==> src/rtl/slave_port_arbiter.sv <==
// slave_port_arbiter: round-robin 2:1 arbiter for one crossbar slave port,
// with a post-ack grant hold window and a BUSY-state watchdog.
module slave_port_arbiter #(
  parameter int ADDR_W    = 32,
  parameter int DATA_W    = 32,
  parameter int RESP_HOLD = 2,
  parameter int TIMEOUT   = 16
) (
  input  logic              clk,
  input  logic              rst_n,
  input  logic              m0_req,
  input  logic [ADDR_W-1:0] m0_addr,
  input  logic              m0_cmd,
  input  logic [DATA_W-1:0] m0_wdata,
  input  logic              m1_req,
  input  logic [ADDR_W-1:0] m1_addr,
  input  logic              m1_cmd,
  input  logic [DATA_W-1:0] m1_wdata,
  output logic              m0_ack,
  output logic              m1_ack,
  output logic              m0_granted,
  output logic              m1_granted,
  output logic              sl_req,
  output logic [ADDR_W-1:0] sl_addr,
  output logic              sl_cmd,
  output logic [DATA_W-1:0] sl_wdata,
  input  logic              sl_ack,
  output logic              err,
  output logic              err_id
);

  typedef enum logic [1:0] {
    IDLE = 2'd0,
    BUSY = 2'd1,
    HOLD = 2'd2
  } state_t;

  localparam logic [7:0] TLAST = 8'(TIMEOUT - 1);
  localparam logic [3:0] HLAST = 4'((RESP_HOLD > 0) ? RESP_HOLD - 1 : 0);

  state_t     state;
  logic       owner;
  logic       last;
  logic [7:0] timer;
  logic [3:0] hcnt;
  logic       own_req;
  logic       pick;
  logic       busy;

  assign busy    = (state == BUSY);
  assign own_req = owner ? m1_req : m0_req;

  // Tie goes to the master that did not finish last.
  assign pick = (m0_req & m1_req) ? ~last : m1_req;

  assign m0_ack = busy & ~owner & sl_ack;
  assign m1_ack = busy &  owner & sl_ack;

  // Owner's command onto the slave bus; zero when no transfer is live.
  always_comb begin
    sl_addr  = '0;
    sl_cmd   = 1'b0;
    sl_wdata = '0;
    if (busy) begin
      sl_addr  = owner ? m1_addr  : m0_addr;
      sl_cmd   = owner ? m1_cmd   : m0_cmd;
      sl_wdata = owner ? m1_wdata : m0_wdata;
    end
  end

  // Arbitration FSM with registered grant, request and error outputs.
  always_ff @(posedge clk or negedge rst_n) begin
    if (!rst_n) begin
      state      <= IDLE;
      owner      <= 1'b0;
      last       <= 1'b1;
      m0_granted <= 1'b0;
      m1_granted <= 1'b0;
      sl_req     <= 1'b0;
      err        <= 1'b0;
      err_id     <= 1'b0;
      timer      <= '0;
      hcnt       <= '0;
    end else begin
      err <= 1'b0;
      unique case (state)
        IDLE: begin
          if (m0_req | m1_req) begin
            owner      <= pick;
            state      <= BUSY;
            sl_req     <= 1'b1;
            timer      <= '0;
            m0_granted <= ~pick;
            m1_granted <= pick;
          end
        end
        BUSY: begin
          if (sl_ack) begin
            last   <= owner;
            timer  <= '0;
            sl_req <= 1'b0;
            hcnt   <= '0;
            if (RESP_HOLD == 0) begin
              state      <= IDLE;
              m0_granted <= 1'b0;
              m1_granted <= 1'b0;
            end else begin
              state <= HOLD;
            end
          end else if (!own_req) begin
            last       <= owner;
            timer      <= '0;
            sl_req     <= 1'b0;
            state      <= IDLE;
            m0_granted <= 1'b0;
            m1_granted <= 1'b0;
          end else if (timer == TLAST) begin
            err        <= 1'b1;
            err_id     <= owner;
            last       <= owner;
            timer      <= '0;
            sl_req     <= 1'b0;
            state      <= IDLE;
            m0_granted <= 1'b0;
            m1_granted <= 1'b0;
          end else begin
            timer <= timer + 8'd1;
          end
        end
        HOLD: begin
          if (hcnt == HLAST) begin
            state      <= IDLE;
            m0_granted <= 1'b0;
            m1_granted <= 1'b0;
          end else begin
            hcnt <= hcnt + 4'd1;
          end
        end
        default: begin
          state      <= IDLE;
          sl_req     <= 1'b0;
          m0_granted <= 1'b0;
          m1_granted <= 1'b0;
        end
      endcase
    end
  end

endmodule

==> config.mk <==
export PLATFORM = sky130hd
export DESIGN_NAME = slave_port_arbiter
export DESIGN_NICKNAME = d
export VERILOG_FILES = /design/src/rtl/slave_port_arbiter.sv
export SDC_FILE = /design/constraint.sdc
export NUM_CORES = 1
export LEC_CHECK = 0
export ABC_AREA = 1
export BUFFER_PORTS_ARGS = -buffer_cell sky130_fd_sc_hd__buf_2
export CORE_MARGIN = 3
export CORE_UTILIZATION = 37
export DETAILED_ROUTE_END_ITERATION = 8
export GPL_ROUTABILITY_DRIVEN = 0
export PLACE_DENSITY = 0.83
export RECOVER_POWER = 50
export SETUP_SLACK_MARGIN = 0.05
export SLEW_MARGIN = 10
export SYNTH_ARGS = -nofsm -noshare
export SYNTH_HDL_FRONTEND = slang
export SYNTH_SLANG_ARGS = --single-unit
==> constraint.sdc <==
create_clock -name clk -period 2.1 [get_ports clk]
set_clock_uncertainty 0.15 [all_clocks]
set_input_delay 0 -clock clk [delete_from_list [all_inputs] [get_ports clk]]
set_output_delay 0 -clock clk [all_outputs]
set_load 0.01 [all_outputs]
==> results.cfg, run 1 <==
[final_layout]
final_common_cell = buf_2
nNetsFinal = 699
drive_above_1_share = 0.382
syn2layout_area_growth_pct = 51.7
final_cell_mix = buf_2 (191), nand2_1 (179), a21oi_1 (67)
antennaDiodeCount = 0
n_fill_cell = 526
fin_util = 0.597

[floorplanning]
io_pins = 207
start_util = 0.394
rows = 26
dieArea_um2 = 6540
core_area_um2 = 5270
die_h_um = 80.9
die_w_um = 80.9

[clock_network]
cts.sinks = 21
cts_setup_buffers = 0
root_buffer = clkbuf_8
cts_max_level = 1
clk_latency_ns = 0.26
clk_pin_slew_ns = 0.07
cts_buffers = 3
clock_path_buffers = 2
cts_tree = built

[sta]
slew_viol_final = 0
period_needed_ns = 1.80
worst_pin_slew_ns = 1.13
fin_crit_sh = 0.856
hold_violations = 0
slew_headroom = 0.248
fin_setup_tns_ns = 0
rsz0062_at_grt = no
timing.fmax_ghz = 0.556
setup_viol = 0

[synthesis]
synth_top_cell_area_share = 0.320
syn_area_um2 = 2080
ys_ff_latch = 21
syn_inst = 362
synth_area_per_cell_um2 = 5.73
synth_warnings = 0
synthTopCellsByArea = nand2_1 (32%), dfrtp_1 (24%), a21oi_1 (16%), buf_6 (3.3%), inv_1 (2.7%)
seq_area_frac_synth = 0.254
syn_nets = 500
synth_top_area_cell = nand2_1
ys_types = 26

[detailed_routing]
routedWlPerCell_um = 13.8
num_vias = 3024
routed-wl-met2_mm = 4.40
wl_met1_mm = 3.19
routed.top_layer = met4
ant_nets = 0
via_per_inst = 4.80
drcViolationCount = 0
drtIter0Drc = 142
finalWirelength_mm = 8.68
drt_pass1_iterations = 4
dr_wl_met3_um = 710

[setup_path]
crit_arrival_ns = 1.65
critPathBufInv = 4
required_ns = 1.95
slowest_delay_ns = 0.41
crit_fanout = 28
crit_type = register to output pin
crit_path_frequent_cell = inv_2
worst_setup_path_end_kind = output pin
cpMaxStageDelayCell = dfrtp_1
cp-start-kind = register
path_delay_family = buffers and inverters
path_cells = inv_2, nor2_4, inv_2, buf_4, a21oi_1, buf_2

[power]
p_leak_uw = 0.00184
power_uw = 3420
vdd_drop_max_v = 0.000518
p_per_area_nw_per_um2 = 1090

[grt]
overflow = 0
grt_pass1_wl_mm = 12.4
antenna_found_initial = 0
grt_usage = 0.244
grt_pass1_vias = 2700
grt_max_degree = 40

[place]
port_buffers = 206
hpwl_mm = 7.23

[worst_hold_path]
holdCritPathClass = input pin to register

[status]
status = finished clean

[job]
maxCapViolCount = 0
==> through the flow <==
stage / setup WS [ns] / instance area (um^2) / hold slack [ns] / std cells
after floorplan: 0.639 / 2080 / -0.446 / 362
after global placement: 0.555 / 3100 / -0.175 / 622
after detailed placement: 0.495 / 3100 / -0.174 / 622
after CTS: 0.275 / 3190 / 0.0413 / 630
after global routing: 0.199 / 3150 / 0.0763 / 630
final: 0.303 / 3150 / 0.0408 / 630
==> logic make-up after synthesis <==
logic type,synth area share
buffers and inverters,0.106
AOI/OAI and AO/OA,0.188
and+or+nand+nor,0.421
xor gates and xnor gates,0.0127
adders and majority gates,0.0181
DFF,0.254
==> power by group <==
group / internal [uW] / switching, uW / leakage, uW
clock: 132 / 135 / 0.0000255
combinational: 863 / 1710 / 0.00154
sequential: 502 / 79.9 / 0.000277
total: 1500 / 1920 / 0.00184
==> flip-flops by register name (all words and copies together) (netlist names) <==
register	flops
owner	1
last	1
err_id	1
m0_granted	1
m1_granted	1
state	2
err	1
hcnt	4
sl_req	1
timer	8
==> area by class of cell <==
cell class	count	area [um^2]	share of cell area
well taps	70	87.6	0.0278
clock buffers	3	41.3	0.0131
inverters	20	75.1	0.0238
multi-input cells	298	1310	0.415
repair buffers	217	1100	0.351
clock inverters	1	5.00	0.00159
flip-flops and latches	21	528	0.168
==> layer usage <==
| metal | track usage | vias to the layer above |
|---|---|---|
| met3 | 0.0255 | 21 |
| met5 | 0 | - |
| met1 | 0.281 | 1311 |
| met4 | 0.111 | 0 |
| met2 | 0.451 | 149 |
| li1 | - | 1543 |
==> cells in the mapped netlist (all sizes together) <==
library cell  number
nand3b             1
o21ai              7
a21oi             67
dfstp              1
dfrtp             20
clkbuf             7
nand3             12
ha                 3
a31oi              1
nor2              18
a22oi              1
o22ai              1
buf               16
nor3               3
inv               20
xor2               3
nand2            181
==> what timing repair did <==
item,4_1_cts,5_1_grt
endpoints found under the hold margin,30,0
endpoints found under the setup margin,0,0
resized for setup,0,0
hold buffers,4,0
==> worst paths after layout <==
check	depth (start not counted)	from	slack, ns	to
max	6	state[0]$_DFFE_PN0P_	0.30	sl_addr[26]
min	5	m0_req	0.04	sl_req$_DFFE_PN0P_
max reg2reg	8	timer[0]$_DFFE_PN0P_	0.41	timer[6]$_DFFE_PN0P_
min reg2reg	2	m1_granted$_DFFE_PN0P_	0.33	m1_granted$_DFFE_PN0P_
max in group asynchronous	2	rst_n	0.73	owner$_DFFE_PN0P_
min in group asynchronous	2	rst_n	0.32	m0_granted$_DFFE_PN0P_
==> worst min-delay path: cells and delay by family <==
kind | cells | cell delay (ns)
and+or+nand+nor | 3 | 0.28
buffers and inverters | 2 | 0.15
(Power assumes the default switching activity.)
==> run 2, diff against run 1 <==
==> constraint.sdc (replaced) <==
create_clock -name clk -period 1.7 [get_ports clk]
set_clock_uncertainty 0.15 [all_clocks]
set_input_delay 0 -clock clk [delete_from_list [all_inputs] [get_ports clk]]
set_output_delay 0 -clock clk [all_outputs]
set_load 0.01 [all_outputs]
==> results.cfg, run 2 (synthesis gave the netlist of run 1 again) <==
[sta]
worst_pin_slew_ns = 1.15
setup_viol = 0
timing.fmax_ghz = 0.598
period_needed_ns = 1.67
fin_crit_sh = 0.984
hold_violations = 0
slew_viol_final = 0
rsz0062_at_grt = yes
slew_headroom = 0.236

[final_layout]
n_fill_cell = 407
final_common_cell = buf_2
fin_util = 0.730
largest_register_ffs = 8
nNetsFinal = 721
final_cell_mix = buf_2 (180), nand2_1 (176), a21oi_2 (46)
drive_above_1_share = 0.502
postLayoutCellArea_um2 = 3850
max_flop_register = timer
largestRegisters = timer: 8 flops, hcnt: 4 flops, state: 2 flops
syn2layout_area_growth_pct = 85.4
antennaDiodeCount = 0

[grt]
grt_usage = 0.260
overflow = 0
grt_max_degree = 67
grt_pass1_vias = 2879
grt_pass1_wl_mm = 13.3
antenna_found_initial = 0

[clock_network]
cts_buffers = 3
cts_max_level = 1
clock_path_buffers = 2
root_buffer = clkbuf_8
cts_tree = built
cts.sinks = 21
clk_latency_ns = 0.26
clk_pin_slew_ns = 0.08

[floorplanning]
core_area_um2 = 5270
rows = 26
start_util = 0.394
dieArea_um2 = 6540
die_h_um = 80.9
die_w_um = 80.9
io_pins = 207

[place]
placed_cell_area_um2 = 3150
port_buffers = 206
hpwl_mm = 7.36

[detailed_routing]
drcViolationCount = 0
via_per_inst = 5.35
finalWirelength_mm = 11.1
routedWlPerCell_um = 17.0
drt_pass1_iterations = 5
ant_nets = 0
drtIter0Drc = 262
num_vias = 3488

[setup_path]
crit_type = register to output pin
cp-start-kind = register
crit_arrival_ns = 1.52
worst_setup_path_end_kind = output pin
required_ns = 1.55
crit_fanout = 7

[power]
p_per_area_nw_per_um2 = 1580
vdd_drop_max_v = 0.000819
p_leak_uw = 0.00205

[status]
status = finished clean

[worst_hold_path]
holdCritPathClass = input pin to output pin

[job]
maxCapViolCount = 0
-- run 2: cell types whose count changed in the layout (fill, tap and decap cells not counted), sizes merged --
cell    previous run  this run
inv               20        21
clkbuf            18        28
buf              198       209
-- run 2: layout make-up --
| cell class | instances | area [um^2] | share of cell area |
|---|---|---|---|
| Tap cell | 70 | 87.6 | 0.0228 |
| Inverter | 20 | 96.3 | 0.0250 |
| Clock buffer | 4 | 45.0 | 0.0117 |
| Sequential cell | 21 | 528 | 0.137 |
| Timing Repair inverter | 2 | 12.5 | 0.00325 |
| Multi-Input combinational cell | 298 | 1580 | 0.411 |
| Timing Repair Buffer | 237 | 1500 | 0.389 |
-- run 2: per-stage QoR --
step           total power [uW]  TNS, ns  hold WS, ns  instances  worst slack, ns
2_1_floorplan              2880        0       -0.446        362            0.239
3_3_place_gp               4020        0       -0.183        621            0.145
3_5_place_dp               4090        0       -0.170        621           0.0725
4_1_cts                    4600        0       0.0822        632           0.0355
5_1_grt                    6380  -0.0125        0.191        652          -0.0124
6_report                   6070        0        0.169        652           0.0269
-- run 2: power breakdown --
group / internal (uW) / switching (uW) / total (uW) / leakage (uW)
clock: 167 / 173 / 340 / 0.0000228
sequential: 620 / 126 / 745 / 0.000277
combinational: 2060 / 2930 / 4990 / 0.00175
-- run 2: final timing paths --
path / startpoint / to / slack [ns] / cells past startpoint
worst max-delay path: owner$_DFFE_PN0P_ / sl_addr[16] / 0.03 / 6
worst min-delay path: m0_wdata[27] / sl_wdata[27] / 0.17 / 4
worst max register to register: state[0]$_DFFE_PN0P_ / err_id$_DFFE_PN0P_ / 0.10 / 9
worst min register to register: m1_granted$_DFFE_PN0P_ / m1_granted$_DFFE_PN0P_ / 0.33 / 2
max in group asynchronous: rst_n / owner$_DFFE_PN0P_ / 0.31 / 2
min in group asynchronous: rst_n / err$_DFF_PN0_ / 0.34 / 2
-- run 2: worst max-delay path: stages, from the launching register on --
cell and delay [ns]:
dfrtp_2 0.49, clkinv_4 0.14, buf_12 0.14, buf_6 0.12, nand2_1 0.08, a21oi_2 0.14
buf_2 0.15
-- run 2: metal layers --
layer,vias to the layer above,track usage,wire (um),part of all wire
met1,1605,0.295,3880,0.35
met4,0,0.137,597,0.054
met3,44,0.0310,1010,0.091
met5,-,0,0,0
li1,1596,-,-,-
met2,243,0.474,5610,0.51
-- run 2: repair_timing --
action	4_1_cts	5_1_grt
hold buffers	4	0
pin swaps	0	2
setup endpoints to repair	59	68
hold endpoints to repair	27	0
cloned	1	10
buffers inserted	2	10
gates resized for setup	2	85
